<file path="src/rtl/evm_pkg.sv">
// Shared types and constants for the EVM booth scheduler.
// Holds the scheduler state encoding and the 2-bit candidate vote codes.
package evm_pkg;

    localparam int STATE_W = 3;
    localparam int VOTE_W  = 2;

    typedef enum logic [STATE_W-1:0] {
        S_IDLE      = 3'd0,
        S_ARB       = 3'd1,
        S_WAIT_VOTE = 3'd2,
        S_READY     = 3'd3,
        S_CAST      = 3'd4,
        S_SETTLE    = 3'd5,
        S_CLOSE     = 3'd6,
        S_DONE      = 3'd7
    } sched_state_e;

    localparam logic [VOTE_W-1:0] VOTE_NONE = 2'b00;
    localparam logic [VOTE_W-1:0] VOTE_C1   = 2'b01;
    localparam logic [VOTE_W-1:0] VOTE_C2   = 2'b10;
    localparam logic [VOTE_W-1:0] VOTE_C3   = 2'b11;

endpackage

</file>
<file path="src/rtl/evm_rr_arbiter.sv">
// Combinational round-robin pick: first requester at or after i_ptr, wrapping.
// Produces a one-hot grant plus its index; the pointer register lives in the caller.
module evm_rr_arbiter
    import evm_pkg::*;
#(
    parameter int N     = 4,
    parameter int PTR_W = 2
) (
    input  logic [N-1:0]     i_req,
    input  logic [PTR_W-1:0] i_ptr,
    output logic [N-1:0]     o_grant,
    output logic [PTR_W-1:0] o_idx,
    output logic             o_any
);

    always_comb begin : p_pick
        int w_pos;
        o_grant = '0;
        o_idx   = '0;
        o_any   = 1'b0;
        w_pos   = 0;
        for (int k = 0; k < N; k++) begin
            w_pos = (int'(i_ptr) + k) % N;
            if (!o_any && i_req[w_pos[PTR_W-1:0]]) begin
                o_grant[w_pos[PTR_W-1:0]] = 1'b1;
                o_idx                     = w_pos[PTR_W-1:0];
                o_any                     = 1'b1;
            end
        end
    end

endmodule

</file>
<file path="src/rtl/evm_booth_scheduler.sv">
// Shares one evm vote-counting core among NUM_BOOTHS booths via round-robin grants.
// Optional macro EVM_SCHED_TIMEOUT_EN adds a per-grant vote timeout.
module evm_booth_scheduler
    import evm_pkg::*;
#(
    parameter int NUM_BOOTHS     = 4,
    parameter int TIMEOUT_CYCLES = 64,
    parameter int CNT_W          = 7
) (
    input  logic                    clk,
    input  logic                    rst,
    input  logic                    switch_on_evm,
    input  logic                    close_req,
    input  logic [NUM_BOOTHS-1:0]   booth_req,
    input  logic [NUM_BOOTHS-1:0]   booth_vote_valid,
    input  logic [2*NUM_BOOTHS-1:0] booth_vote,
    output logic [NUM_BOOTHS-1:0]   booth_grant,
    output logic [NUM_BOOTHS-1:0]   booth_ack,
    output logic [NUM_BOOTHS-1:0]   booth_reject,
    output logic                    candidate_ready,
    output logic                    vote_candidate_1,
    output logic                    vote_candidate_2,
    output logic                    vote_candidate_3,
    output logic                    voting_session_done,
    output logic [CNT_W-1:0]        voters_served,
    output logic                    sched_busy,
    output logic [STATE_W-1:0]      dbg_state
);

    localparam int PTR_W = $clog2(NUM_BOOTHS);

    sched_state_e            r_state;
    logic [PTR_W-1:0]        r_ptr;
    logic [PTR_W-1:0]        r_gidx;
    logic [NUM_BOOTHS-1:0]   r_grant;
    logic [VOTE_W-1:0]       r_code;
    logic [NUM_BOOTHS-1:0]   r_reject;
    logic [CNT_W-1:0]        r_voters;

    logic [NUM_BOOTHS-1:0]   w_arb_grant;
    logic [PTR_W-1:0]        w_arb_idx;
    logic                    w_arb_any;
    logic                    w_valid;
    logic [VOTE_W-1:0]       w_code;
    logic [PTR_W-1:0]        w_next_ptr;
    logic                    w_saturated;

`ifdef EVM_SCHED_TIMEOUT_EN
    localparam int TO_W = $clog2(TIMEOUT_CYCLES);
    logic [TO_W-1:0]         r_to_cnt;
`endif

    evm_rr_arbiter #(.N(NUM_BOOTHS), .PTR_W(PTR_W)) u_arb (
        .i_req   (booth_req),
        .i_ptr   (r_ptr),
        .o_grant (w_arb_grant),
        .o_idx   (w_arb_idx),
        .o_any   (w_arb_any)
    );

    // Only the granted booth's valid bit and code are ever looked at.
    assign w_valid     = booth_vote_valid[r_gidx];
    assign w_code      = booth_vote[{r_gidx, 1'b0} +: VOTE_W];
    assign w_next_ptr  = (r_gidx == PTR_W'(NUM_BOOTHS - 1)) ? '0 : r_gidx + 1'b1;
    assign w_saturated = (r_voters == '1);

    always_ff @(posedge clk) begin
        if (!rst || !switch_on_evm) begin
            r_state  <= S_IDLE;
            r_ptr    <= '0;
            r_gidx   <= '0;
            r_grant  <= '0;
            r_code   <= VOTE_NONE;
            r_reject <= '0;
            r_voters <= '0;
`ifdef EVM_SCHED_TIMEOUT_EN
            r_to_cnt <= '0;
`endif
        end else begin
            r_reject <= '0;
            case (r_state)
                S_IDLE: r_state <= S_ARB;
                S_ARB: begin
                    if (close_req) begin
                        r_state <= S_CLOSE;
                    end else if (!w_saturated && w_arb_any) begin
                        r_grant  <= w_arb_grant;
                        r_gidx   <= w_arb_idx;
                        r_state  <= S_WAIT_VOTE;
`ifdef EVM_SCHED_TIMEOUT_EN
                        r_to_cnt <= '0;
`endif
                    end
                end
                S_WAIT_VOTE: begin
                    if (w_valid) begin
                        if (w_code == VOTE_NONE) begin
                            r_reject <= r_grant;
                            r_ptr    <= w_next_ptr;
                            r_state  <= S_ARB;
                        end else begin
                            r_code  <= w_code;
                            r_state <= S_READY;
                        end
                    end
`ifdef EVM_SCHED_TIMEOUT_EN
                    else if (r_to_cnt == TO_W'(TIMEOUT_CYCLES - 1)) begin
                        r_reject <= r_grant;
                        r_ptr    <= w_next_ptr;
                        r_state  <= S_ARB;
                    end else begin
                        r_to_cnt <= r_to_cnt + 1'b1;
                    end
`endif
                end
                S_READY:  r_state <= S_CAST;
                S_CAST:   r_state <= S_SETTLE;
                S_SETTLE: begin
                    r_voters <= r_voters + 1'b1;
                    r_ptr    <= w_next_ptr;
                    r_state  <= S_ARB;
                end
                S_CLOSE:  r_state <= S_DONE;
                S_DONE:   r_state <= S_DONE;
                default:  r_state <= S_IDLE;
            endcase
        end
    end

    // Core-facing strobes are pure state decodes, so ready and vote never overlap.
    assign booth_grant         = (r_state == S_WAIT_VOTE) ? r_grant : '0;
    assign booth_ack           = (r_state == S_SETTLE) ? r_grant : '0;
    assign booth_reject        = r_reject;
    assign candidate_ready     = (r_state == S_READY);
    assign vote_candidate_1    = (r_state == S_CAST) && (r_code == VOTE_C1);
    assign vote_candidate_2    = (r_state == S_CAST) && (r_code == VOTE_C2);
    assign vote_candidate_3    = (r_state == S_CAST) && (r_code == VOTE_C3);
    assign voting_session_done = (r_state == S_CLOSE);
    assign voters_served       = r_voters;
    assign sched_busy          = (r_state != S_IDLE) && (r_state != S_ARB) && (r_state != S_DONE);
    assign dbg_state           = r_state;

endmodule

</file>
<file path="config.mk">
export PLATFORM = sky130hd
export DESIGN_NAME = evm_booth_scheduler
export DESIGN_NICKNAME = d
export VERILOG_FILES = /design/src/rtl/evm_pkg.sv /design/src/rtl/evm_rr_arbiter.sv /design/src/rtl/evm_booth_scheduler.sv
export SDC_FILE = /design/constraint.sdc
export NUM_CORES = 1
export LEC_CHECK = 0
export ABC_AREA = 0
export CELL_PAD_IN_SITES_DETAIL_PLACEMENT = 0
export CELL_PAD_IN_SITES_GLOBAL_PLACEMENT = 1
export CORE_MARGIN = 3
export CORE_UTILIZATION = 25
export CTS_CLUSTER_SIZE = 28
export DETAILED_ROUTE_END_ITERATION = 7
export GPL_TIMING_DRIVEN = 0
export PLACE_DENSITY_LB_ADDON = 0.1
export SETUP_SLACK_MARGIN = 0.05
export SKIP_CTS_REPAIR_TIMING = 1
export SLEW_MARGIN = 20
export SYNTH_ARGS = -nofsm -noshare
export SYNTH_HDL_FRONTEND = slang
export SYNTH_SLANG_ARGS = --single-unit
</file>
<file path="constraint.sdc">
create_clock -name clk -period 3.5 [get_ports clk]
set_input_delay 0.7 -clock clk [delete_from_list [all_inputs] [get_ports clk]]
set_output_delay 0.7 -clock clk [all_outputs]
set_load 0.05 [all_outputs]
</file>
==> results_dict.tcl <==
set metrics [dict create \
    outcome "finished, final reports clean" \
    initial_core_util_pct 26.3 \
    timing.rr.end "r_grant[1]" \
    die_w_um 85.8 \
    worst_pin_slew_ns 0.597 \
    mostFrequentLayoutCells "clkdlybuf4s50_1 (47), dfxtp_1 (24), nor2_1 (21), a21oi_1 (19)" \
    place_ws_ns 0.718 \
    cp.required_ns 2.80 \
    synth_flop_cell "dfxtp_1" \
    powerDensity_nw_per_um2 277 \
    setup_tns_ns 0 \
    synthCells 188 \
    r2r_start "r_ptr[0]" \
    cts_tree "yes" \
    routabilityCongestion 0.688 \
    wl_met2_um 2080 \
    final_common_cell "clkdlybuf4s50_1" \
    fin_hold_ws_ns 0.488 \
    dp_hpwl_um 3310 \
    wl_met3_um 145 \
    first_iter_violations 57 \
    crit_start "dbg_state[1]" \
    max_cap_viol_count 0 \
    clkLatencyLatePin_ns 0.27 \
    grt_util_all_layers_pct 11.6 \
    clk_pin_slew_ns 0.08 \
    slew_viol_final 0 \
    netlist_area_um2 1590 \
    synth_nets 215 \
    ff2ff_setup_slack_ns 0.96 \
    grt-ovfl-total 0 \
    fp.dieH_um 85.8 \
    grt_first_pass_wirelength_um 6870 \
    fin_cells 314 \
    criticalPathCategory "reg -> out" \
    io_buffers 47 \
    area_growth_pct 39.9 \
    antenna_found_initial 0 \
    avgRoutedWirePerCell_um 13.3 \
    timing.final.crit_share_pct 86.8 \
    ant_nets 0 \
    drive_above_1_share_pct 7.11 \
    cp-start-kind "flop" \
    layout_setup_ws_ns 0.463 \
    arrival_ns 2.34 \
    top_layer_used "met4" \
    vias 1525 \
    hold_viol_final 0 \
    synthArstFlopShare_pct 0 \
    layout.area.seq_um2 480 \
    critPathCaptureType "output pin" \
    antennaDiodeCount 0 \
    setup_viol 0 \
    syn_avg_cell_area_um2 8.47 \
    period_needed_ns 3.04 \
    clock-root-buffer "clkbuf_8" \
    nNetsFinal 267 \
    drt-pass1-iter-count 4 \
    grt_setup_unrepaired "no" \
    clock_path_buffers 2 \
    slew_headroom_pct 60.1 \
    row_count 28 \
    grt_pass1_vias 1380 \
    power.total_uw 617 \
    min_path_type "reg -> reg" \
    m1WireLength_um 1890 \
    cts_max_level 1 \
    cts.sinks 24 \
    routed_wirelength_um 4190 \
    dpl_cell_area_um2 2160 \
    ios 48 \
    core-area_um2 6060 \
    multiInputGateArea_um2 1040 \
    crit_path_end "booth_grant[0]" \
    final_util_pct 36.8 \
    synth_seq_cells 24 \
    worst-path-max-fanout 9 \
    fill_cells 646 \
    synth_edf_count 0 \
    numCtsBuffers 3 \
    grt_max_degree 15 \
    max_freq_mhz 329 \
    synth_warnings 0 \
    worstRegToRegCells 8 \
    drc 0 \
    skew_ns 0.00801 \
    design_area_um2 2230 \
    power_leakage_nw 0.769 \
    dp_cells 310 \
    ys_seq_area_share_pct 30.2 \
    ir_drop_uv 122 \
    hold_path_depth 2 \
    via_per_inst 4.86 \
    fp.dieArea_um2 7370 \
    synth_cell_type_count 43 \
]
## cell families after synthesis
| logic type | Yosys count | synth area share, % |
|---|---|---|
| xor gates and xnor gates | 5 | 2.75 |
| DFF | 24 | 30.2 |
| buffers and inverters | 15 | 4.56 |
| AOI/OAI and AO/OA | 48 | 18.9 |
| muxes | 10 | 11.9 |
| adders and majority gates | 7 | 5.50 |
| and+or+nand+nor | 79 | 26.2 |
## report_power, final
part	switching, mW	total (mW)	leakage (nW)	internal [mW]
logic	0.0448	0.0903	0.539	0.0455
clock network	0.0938	0.247	0.0357	0.153
registers	0.00423	0.280	0.194	0.276
## flip-flops by register name (all words and copies together), names as in the netlist, named ones only
name,cells
booth_reject,4
dbg_state,2
r_code,2
r_gidx,2
r_grant,4
r_ptr,2
voters_served,7
## synth_stat cells (2+ instances only)
cell type | instances | area share (%)
a211oi_1 | 2 | 0.94
a21oi_1 | 19 | 6.0
mux4_1 | 4 | 6.6
nand4_1 | 3 | 1.2
mux4_2 | 2 | 2.8
nand3_1 | 2 | 0.63
nor2b_1 | 5 | 2.0
mux2i_1 | 4 | 2.5
xor2_1 | 3 | 1.6
dfxtp_1 | 24 | 30
clkbuf_1 | 3 | 0.71
xnor2_1 | 2 | 1.1
nand2_1 | 13 | 3.1
o31ai_1 | 2 | 0.94
inv_1 | 4 | 0.94
nor3_1 | 7 | 2.2
and2_1 | 13 | 5.1
nor3b_1 | 2 | 0.94
buf_2 | 7 | 2.2
nand2b_1 | 2 | 0.79
o21ai_0 | 12 | 3.8
nor2_1 | 21 | 4.9
and4_1 | 2 | 1.1
nand3b_1 | 2 | 0.94
ha_1 | 7 | 5.5
a311oi_1 | 4 | 2.2
## critical path, stage by stage, from the launching register on
cell and delay [ns]:
dfxtp_1 0.49, nor3b_1 0.55, and2_1 0.21, clkdlybuf4s50_1 0.81
## routing by layer
layer,track usage (%),up-vias
met1,14.8,702
li1,-,786
met2,19.9,32
met5,0,-
met4,4.32,0
met3,1.34,5
## area by class of cell
type / instances / share of cell area, %
Clock inverter: 1 / 1.35
Inverter: 4 / 0.674
Buffer: 11 / 2.58
Timing Repair Buffer: 47 / 21.1
Clock buffer: 3 / 1.85
Tap cell: 75 / 4.21
Sequential cell: 24 / 21.6
Multi-Input combinational cell: 149 / 46.7
## worst min path at each step
stage                     startpoint   endpoint  slack (ns)
after floorplan            r_code[1]  r_code[1]        0.45
after global placement     r_code[0]  r_code[0]        0.48
after detailed placement   r_code[1]  r_code[1]        0.48
after CTS                  r_code[1]  r_code[1]        0.50
after global routing       r_code[0]  r_code[0]        0.52
final                      r_code[1]  r_code[1]        0.49
(Power assumes the default switching activity.)
